**config.mk**
```make
export PLATFORM = sky130hd
export DESIGN_NAME = arp_sequencer_flat
export DESIGN_NICKNAME = d
export VERILOG_FILES = /design/src/rtl/arp_sequencer_if.sv /design/src/rtl/arp_sequencer.sv /design/src/flat_wrapper.sv
export SDC_FILE = /design/constraint.sdc
export NUM_CORES = 1
export LEC_CHECK = 0
export ABC_AREA = 0
export CAP_MARGIN = 20
export CORE_UTILIZATION = 57
export CTS_BUF_LIST = sky130_fd_sc_hd__clkbuf_4
export DETAILED_ROUTE_END_ITERATION = 8
export PLACE_DENSITY_LB_ADDON = 0.3
export SYNTH_ARGS = -nofsm -noshare
export SYNTH_HDL_FRONTEND = slang
export SYNTH_SLANG_ARGS = --single-unit
```
**constraint.sdc**
```tcl
create_clock -name CLK -period 3.27 [get_ports CLK]
set_clock_uncertainty 0.05 [all_clocks]
set_input_delay 0.654 -clock CLK [delete_from_list [all_inputs] [get_ports CLK]]
set_output_delay 0.654 -clock CLK [all_outputs]
set_load 0.01 [all_outputs]
```
**src/rtl/arp_sequencer_if.sv**
```systemverilog
// arp_sequencer_if: control, key and note lines between scanner, arpeggiator and voice allocator
interface arp_sequencer_if #(
  parameter int NUM_KEYS = 8,
  parameter int CNT_W = 16
);
  logic enable;
  logic [1:0] mode;
  logic [CNT_W-1:0] step_len;
  logic [CNT_W-1:0] gate_len;
  logic latch;
  logic [NUM_KEYS-1:0] keys;
  logic [NUM_KEYS-1:0] notes_on;
  logic step_strobe;
  logic [$clog2(NUM_KEYS)-1:0] cur_idx;
  modport master (
    output enable, mode, step_len, gate_len, latch, keys,
    input notes_on, step_strobe, cur_idx
  );
  modport slave (
    input enable, mode, step_len, gate_len, latch, keys,
    output notes_on, step_strobe, cur_idx
  );
endinterface

```
**src/rtl/arp_sequencer.sv**
```systemverilog
// arp_sequencer: key pass-through, or up/down/ping-pong/random arpeggio over held or latched keys
module arp_sequencer #(
  parameter int NUM_KEYS = 8,
  parameter int CNT_W = 16
) (
  input logic CLK,
  input logic RESET,
  arp_sequencer_if.slave bus
);
  localparam int IW = $clog2(NUM_KEYS);
  typedef enum logic [1:0] {BYPASS, IDLE, PLAY} state_t;
  state_t state_q, state_d;
  logic [CNT_W-1:0] cnt_q, cnt_d;
  logic [IW-1:0] idx_q, idx_d;
  logic up_q, up_d;
  logic [15:0] lfsr_q, lfsr_d;
  logic [NUM_KEYS-1:0] latched_q, latched_d, mask;
  logic [IW:0] lo, hi, nxt_up, nxt_dn, pp_fwd, pp_rev, nxt;
  logic adv;
  // search helpers return {found, index}
  function automatic logic [IW:0] first_up(input logic [NUM_KEYS-1:0] m, input int from);
    first_up = '0;
    for (int k = NUM_KEYS - 1; k >= 0; k--)
      if (m[IW'(k)] && k >= from) first_up = {1'b1, IW'(k)};
  endfunction
  function automatic logic [IW:0] first_dn(input logic [NUM_KEYS-1:0] m, input int from);
    first_dn = '0;
    for (int k = 0; k < NUM_KEYS; k++)
      if (m[IW'(k)] && k <= from) first_dn = {1'b1, IW'(k)};
  endfunction
  function automatic logic [IW:0] pick_rand(input logic [NUM_KEYS-1:0] m, input logic [IW-1:0] s);
    logic [IW-1:0] j;
    pick_rand = '0;
    for (int k = NUM_KEYS - 1; k >= 0; k--) begin
      j = s + IW'(k);
      if (m[j]) pick_rand = {1'b1, j};
    end
  endfunction
  always_comb begin
    mask = bus.latch ? (latched_q | bus.keys) : bus.keys;
    latched_d = bus.latch ? (latched_q | bus.keys) : '0;
    lo = first_up(mask, 0);
    hi = first_dn(mask, NUM_KEYS - 1);
    nxt_up = first_up(mask, int'(idx_q) + 1);
    nxt_dn = first_dn(mask, int'(idx_q) - 1);
    pp_fwd = up_q ? nxt_up : nxt_dn;
    pp_rev = up_q ? nxt_dn : nxt_up;
    nxt = bus.mode == 2'd0 ? (nxt_up[IW] ? nxt_up : lo)
        : bus.mode == 2'd1 ? (nxt_dn[IW] ? nxt_dn : hi)
        : bus.mode == 2'd2 ? (pp_fwd[IW] ? pp_fwd : pp_rev)
        : pick_rand(mask, lfsr_q[IW-1:0]);
    adv = cnt_q == bus.step_len || !mask[idx_q];
    state_d = state_q;
    cnt_d = '0;
    idx_d = idx_q;
    up_d = up_q;
    lfsr_d = lfsr_q;
    if (!bus.enable) begin
      state_d = BYPASS;
      up_d = 1'b1;
    end else if (state_q == BYPASS) begin
      state_d = IDLE;
      up_d = 1'b1;
    end else if (state_q == IDLE) begin
      state_d = |mask ? PLAY : IDLE;
      idx_d = !(|mask) ? idx_q : bus.mode == 2'd1 ? hi[IW-1:0] : lo[IW-1:0];
    end else if (adv) begin
      state_d = |mask ? PLAY : IDLE;
      idx_d = nxt[IW] ? nxt[IW-1:0] : idx_q;
      up_d = (bus.mode == 2'd2 && !pp_fwd[IW] && pp_rev[IW]) ? !up_q : up_q;
      lfsr_d = {lfsr_q[14:0], lfsr_q[15] ^ lfsr_q[13] ^ lfsr_q[12] ^ lfsr_q[10]};
    end else
      cnt_d = cnt_q + CNT_W'(1);
  end
  always_ff @(posedge CLK) begin
    if (RESET) begin
      state_q <= BYPASS;
      cnt_q <= '0;
      idx_q <= '0;
      up_q <= 1'b1;
      lfsr_q <= 16'hACE1;
      latched_q <= '0;
    end else begin
      state_q <= state_d;
      cnt_q <= cnt_d;
      idx_q <= idx_d;
      up_q <= up_d;
      lfsr_q <= lfsr_d;
      latched_q <= latched_d;
    end
  end
  assign bus.notes_on = RESET ? '0
                      : state_q == BYPASS ? bus.keys
                      : (state_q == PLAY && cnt_q < bus.gate_len && mask[idx_q]) ? NUM_KEYS'(1) << idx_q
                      : '0;
  assign bus.step_strobe = !RESET && state_q == PLAY && cnt_q == '0;
  assign bus.cur_idx = idx_q;
endmodule
```
**src/flat_wrapper.sv**
```systemverilog
// flat-port wrapper written by rule: the top's interface ports become plain ports
module arp_sequencer_flat 
#(
  parameter int NUM_KEYS = 8,
  parameter int CNT_W = 16
)
  (CLK, RESET, bus_enable, bus_mode, bus_step_len, bus_gate_len, bus_latch, bus_keys, bus_notes_on, bus_step_strobe, bus_cur_idx);
  arp_sequencer_if #(.NUM_KEYS(NUM_KEYS), .CNT_W(CNT_W)) bus_i ();
  input logic CLK;
  input logic RESET;
  input wire logic [$bits(bus_i.enable)-1:0] bus_enable;
  input wire logic [$bits(bus_i.mode)-1:0] bus_mode;
  input wire logic [$bits(bus_i.step_len)-1:0] bus_step_len;
  input wire logic [$bits(bus_i.gate_len)-1:0] bus_gate_len;
  input wire logic [$bits(bus_i.latch)-1:0] bus_latch;
  input wire logic [$bits(bus_i.keys)-1:0] bus_keys;
  output wire logic [$bits(bus_i.notes_on)-1:0] bus_notes_on;
  output wire logic [$bits(bus_i.step_strobe)-1:0] bus_step_strobe;
  output wire logic [$bits(bus_i.cur_idx)-1:0] bus_cur_idx;
  assign bus_i.enable = bus_enable;
  assign bus_i.mode = bus_mode;
  assign bus_i.step_len = bus_step_len;
  assign bus_i.gate_len = bus_gate_len;
  assign bus_i.latch = bus_latch;
  assign bus_i.keys = bus_keys;
  assign bus_notes_on = bus_i.notes_on;
  assign bus_step_strobe = bus_i.step_strobe;
  assign bus_cur_idx = bus_i.cur_idx;
  arp_sequencer #(.NUM_KEYS(NUM_KEYS), .CNT_W(CNT_W)) u_core (.CLK(CLK), .RESET(RESET), .bus(bus_i));
endmodule
```
## After elaboration in Yosys (flattened, before gate mapping)

Index checks and enable logic that the tools add are counted.

- Register bits: 46
- Latch bits: 0
- RAM bits: 0
- Memory bits (read-only): 0
- Input port bits: 46
- Output and inout bits: 12
- Memories kept: 0

- Add/subtract/negate cells: 10
- Multipliers: 0
- Div/mod/pow operators: 0
- Order comparisons: 18
- Equal/unequal tests: 6
- Shifts and indexed selects: 1
- Multiplexer cells: 63
- Bitwise logic cells: 8
- Reduce and logical (&&, ||, !) cells: 33

Operator list:

| kind | number |
|---|---|
| 2-to-1 mux 4 bit | 32 |
| greater-or-equal comparator 3 x 32 -> 1 bit, first input constant | 2 |
| <= comparator 3 x 32 -> 1 bit, first input constant | 2 |
| < comparator 3 x 4 -> 1 bit, second input constant | 9 |
| greater-or-equal comparator 1 x 32 -> 1 bit, first input constant | 1 |
| greater-or-equal comparator 2 x 32 -> 1 bit, first input constant | 1 |
| <= comparator 1 x 32 -> 1 bit, first input constant | 1 |
| <= comparator 2 x 32 -> 1 bit, first input constant | 1 |
| 2-to-1 mux 8 bit | 4 |
| binary-select mux 1 bit (select 3 bit) | 9 |
| adder 16 x 1 -> 16 bit, second input constant | 1 |
| == test 16 bit | 1 |
| logical NOT 16 bit | 1 |
| < comparator 16 bit | 1 |
| 2-to-1 mux 3 bit | 5 |
| logical AND 1 bit | 14 |
| adder 3 bit, second input constant | 4 |
| 2-to-1 mux 1 bit | 10 |
| bitwise OR 8 bit | 1 |
| OR reduction 8 bit | 1 |
| left shift 1 x 3 -> 8 bit, first input constant | 1 |
| adder 3 x 2 -> 3 bit, second input constant | 2 |
| 2-to-1 mux 2 bit | 3 |
| AND reduction 5 bit | 1 |
| other kinds (18) | 31 |

## Depth between registers and ports, before layout

- Depth in word-level cells: 18
- Gate-level depth with buffers: 11
- Gate-level depth less buffers: 10

## Least setup slack after synthesis

OpenSTA, ideal clock, no wires.

- Path kind: in2out
- Start: input bus_latch
- End: output bus_notes_on[6]
- Data arrival time: 2315 ps
- Data required time: 2566 ps
- Setup slack: 251 ps
- Stages: 9
- Path buffers: 3
- Path through: buf_6 > buf_8 > a21oi_2 > mux4_2 > mux2i_1 > and3_1 > clkbuf_1 > and3_1 > a22o_1

- Longest elaborated chain between the ends: 7

Ends and longest elaborated chain:

| item | RTL line | RTL |
|---|---|---|
| start, declared | flat_wrapper.sv:15 | `input wire logic [$bits(bus_i.latch)-1:0] bus_latch;` |
| 2-to-1 mux 8 bit | arp_sequencer.sv:40 | `mask = bus.latch ? (latched_q \| bus.keys) : bus.keys;` |
| binary-select mux 1 bit (select 3 bit) | arp_sequencer.sv:94 | `: (state_q == PLAY && cnt_q < bus.gate_len && mask[idx_q]) ? NUM_KEYS'(1) << idx_q` |
| 2-to-1 mux 1 bit (implied by the code) | arp_sequencer.sv:94 |  |
| logical AND 1 bit | arp_sequencer.sv:94 |  |
| 2-to-1 mux 8 bit | arp_sequencer.sv:94 |  |
| 2-to-1 mux 8 bit | arp_sequencer.sv:93 | `: state_q == BYPASS ? bus.keys` |
| 2-to-1 mux 8 bit | arp_sequencer.sv:92 | `assign bus.notes_on = RESET ? '0` |
| end, declared | flat_wrapper.sv:17 | `output wire logic [$bits(bus_i.notes_on)-1:0] bus_notes_on;` |

No other way between the ends. The select of a mux whose other input is x is not followed.

## Worst setup path after layout

- Start: input bus_gate_len[14]
- End: output bus_notes_on[6]

- Longest elaborated chain between the ends: 6

Ends and longest elaborated chain:

| item | RTL line | RTL |
|---|---|---|
| start, declared | flat_wrapper.sv:14 | `input wire logic [$bits(bus_i.gate_len)-1:0] bus_gate_len;` |
| < comparator 16 bit | arp_sequencer.sv:94 |  |
| logical AND 1 bit (2 in series) | arp_sequencer.sv:94 |  |
| 2-to-1 mux 8 bit | arp_sequencer.sv:94 |  |
| 2-to-1 mux 8 bit | arp_sequencer.sv:93 |  |
| 2-to-1 mux 8 bit | arp_sequencer.sv:92 |  |

No other way between the ends.

==> impl_results.md <==
* GRT overflow at 0
* Dominant synthesized flop cell: dfxtp_1
* Synth unique cells at 74
* Power Dens Cells at 245 nW/µm²
* Slowest cell delay on critical path at 0.46 ns
* Max Slew Vio Count at 0
* Post-Place Cells at 691
* Cell row count at 30
* Synthesis Warnings at 0
* Slew @ Worst Pin at 0.779 ns
* WP buf/inv at 4
* GRT Total Usage at 0.312
* Initial antenna violation count at 0
* F_max at 0.311 GHz
* Post-synth ARST share at 0
* I/O Pins at 58
* Clock sink total at 46
* Clock root buffer: clkbuf_4
* TritonCTS clock tree: built
* Worst hold path cell count at 2
* EDFF count, synth at 0
* Tot Pwr at 1.31 mW
* Post-Syn Nets at 578
* Number of global-route vias before repair at 3958
* First-pass GRT wire length at 18400 µm
* Max capacitance violation total at 0
* Fin. Hold Viols at 0
* Critical Path Sink Type: output port
* Hold EP: u_core.lfsr_q[6]$_SDFFE_PP1P_
* Arrival time worst endpoint at 2.51 ns
* Worst hold path class: flop to flop
* GP Congestion at 0.983
* # fillers at 496
* Utilization after layout at 0.777
* Final period util at 0.983
* Synth-to-layout area growth at 30.9%
* Post-Layout Cell Count at 711
* Die width at 86.6 µm
* Die Span Y at 86.6 µm
* Nets at 689
* Layout cells sized above 1 at 0.234
* Drt first pass iters at 5
* Die area at 7500 µm²
* Area of the multi-input gates at 3030 µm²
* RR Endpoint: u_core.bus.cur_idx[1]$_SDFFE_PP0P_
* DRT iter0 DRCs at 455
* Antenna cell count at 0
* Final setup violation count at 0
* Syn_area_per_cell at 8.11 µm²
* Worst setup SP type: primary input
* Largest net degree at the start of global routing at 21
* Starting density of the core at 0.594
* Relative slew slack at 0.480
* Hpwl dp at 8790 µm
* Total Routed Length at 11600 µm
* Worst R2R Path Depth at 11
* VDD IR max at 0.182 mV
* Port Buf Inserts at 57
* Critical Path Source: bus_gate_len[14]
* Clock Path Buffers at 2
* CTS buffer count at 5
* Mapped cell area at 4080 µm²
* Reg-to-Reg Start: u_core.bus.cur_idx[1]$_SDFFE_PP0P_
* DP Area at 5100 µm²
* Crit Path Class: primary input to output port
* Synth Instances at 503
* Outcome: finished, final reports clean
* Critical-path top delay cell: clkdlybuf4s50_1
* Via density at 6.07
* Synthesized flop and latch total at 46
* Worst-path cell chain: clkdlybuf4s50_1 > inv_1 > ha_1 > a21o_1 > nand2_1 > and3_4 > buf_4 > and3_1 > a22o_1 > buf_2
* Critical path fanouts, max at 3
* Hold_sp: u_core.lfsr_q[6]$_SDFFE_PP1P_
* CP delay by family, top: buffers and inverters
* Clk_lat worst skew at 0.38 ns
* Seq. cell area at 930 µm²
* Residual DRC at 0
* Final period demand of the worst path at 3.21 ns
* Sum Neg Setup Slack at 0 ns
* Core box area at 6870 µm²
* WL per Instance at 16.3 µm
* Hold_buf cts at 0
* Post-route ant nets at 0
* Design area at 5340 µm²
* Register area share after synthesis at 0.226
* R2R setup slack at 0.54 ns
* Reg clk slew, reported paths at 0.17 ns
* Leakage power at 2.33 nW
* Worst EP required at 2.57 ns
* H-tree level count at 2
* Via count at 4314
==> sequential cells by signal, summed over array words and instances, names as in the netlist <==
signal / count
u_core.lfsr_q: 16
u_core.state_q: 2
u_core.latched_q: 8
u_core.up_q: 1
u_core.cnt_q: 16
u_core.bus.cur_idx: 3
==> how the worst max path moves through the flow <==
stage / to / slack, ns / depth (start not counted)
2_1_floorplan: bus_notes_on[6] / 0.25 / 9
3_3_place_gp: bus_notes_on[3] / -0.73 / 12
3_5_place_dp: bus_notes_on[7] / -0.75 / 12
4_1_cts: bus_notes_on[7] / 0.001 / 13
5_1_grt: bus_notes_on[5] / -0.04 / 13
6_report: bus_notes_on[6] / 0.06 / 10
==> synthesized netlist by cell type, drive strengths merged (3+ instances only) <==
library cell  instances  area share
nor2                 62       0.057
dfxtp                46        0.23
nand2                34       0.031
mux2i                32       0.079
inv                  31       0.029
ha                   29       0.089
xor2                 28       0.060
a21oi                27       0.041
nand3                19       0.025
o21ai                18       0.022
buf                  12       0.022
a21o                 11       0.021
and3                 11       0.017
clkbuf               11       0.010
nor4                 11       0.021
nor2b                 9       0.014
xnor2                 9       0.019
nand2b                8       0.012
o22ai                 8       0.012
o211ai                6       0.012
a211oi                5       0.010
a22oi                 5      0.0092
a32o                  4      0.0098
mux4                  4       0.022
nand4                 4      0.0061
nor3                  4      0.0049
o31ai                 4      0.0074
a22o                  3      0.0064
a311oi                3      0.0080
and2                  3      0.0046
mux2                  3      0.0083
o2111ai               3      0.0064
o41ai                 3      0.0083
or3                   3      0.0046
==> metrics by stage <==
stage / worst slack [ns] / hold WS, ns
detailed placement: -0.751 / 0.416
CTS: 0.00127 / 0.454
finish: 0.0558 / 0.452
global route: -0.0372 / 0.463
floorplan: 0.251 / 0.391
global placement: -0.728 / 0.404
==> power breakdown <==
group	leakage (nW)	total, mW	switching (mW)	internal (mW)
registers	0.375	0.579	0.00992	0.569
logic	1.92	0.422	0.210	0.211
clock network	0.0337	0.309	0.217	0.0923
total	2.33	1.31	0.437	0.872
==> layout make-up <==
type | count | area share
inverters | 31 | 0.0218
well taps | 96 | 0.0225
repair buffers | 127 | 0.202
multi-input cells | 403 | 0.567
flip-flops and latches | 46 | 0.174
clock buffers | 5 | 0.00703
clock inverters | 3 | 0.00516
==> cell usage in the layout (no fill, tap or decap), types with 10 or more instances in the layout <==
cell             count
dlygate4sd2_1       12
clkdlybuf4s50_1     28
inv_1               24
nand2_1             34
a21oi_1             18
o21ai_0             15
mux2i_1             30
and3_1              10
buf_4               65
nor2_1              61
ha_1                24
a21o_1              10
nand3_1             18
dfxtp_1             43
xor2_1              28
==> worst reg2reg max path, stage by stage, from the launching register on <==
cell,delay [ns]
dfxtp_1,0.36
inv_1,0.09
buf_4,0.17
ha_1,0.23
xor2_1,0.18
o311a_1,0.36
nor4_4,0.30
buf_4,0.18
nor2_1,0.05
o31ai_1,0.25
a311oi_1,0.16
o41ai_2,0.28
==> metal layers <==
metal	track usage	vias to the layer above	part of all wire
met3	0.0524	50	0.077
met1	0.387	1979	0.42
met2	0.540	233	0.47
li1	-	2052	-
met5	0	-	0
met4	0.124	0	0.032
==> logic make-up (layout without fill, tap and decap cells) <==
logic type | count (synthesis) | in the layout | synth area share
AO/OA/AOI/OAI | 119 | 119 | 0.217
flip-flops | 46 | 46 | 0.226
AND/OR/NAND/NOR | 179 | 179 | 0.218
XOR/XNOR | 37 | 37 | 0.0795
multiplexers | 39 | 39 | 0.110
adder cells (fa/ha/maj) | 29 | 29 | 0.0890
buffers and inverters | 54 | 166 | 0.0607
==> repair_timing <==
action / CTS / global route
buffers inserted: 7 / 5
gates resized for setup: 70 / 26
gates cloned: 1 / 0
setup endpoints to repair: 9 / 9
pin swaps: 25 / 16
No activity file was read; power rests on OpenSTA's default activity.
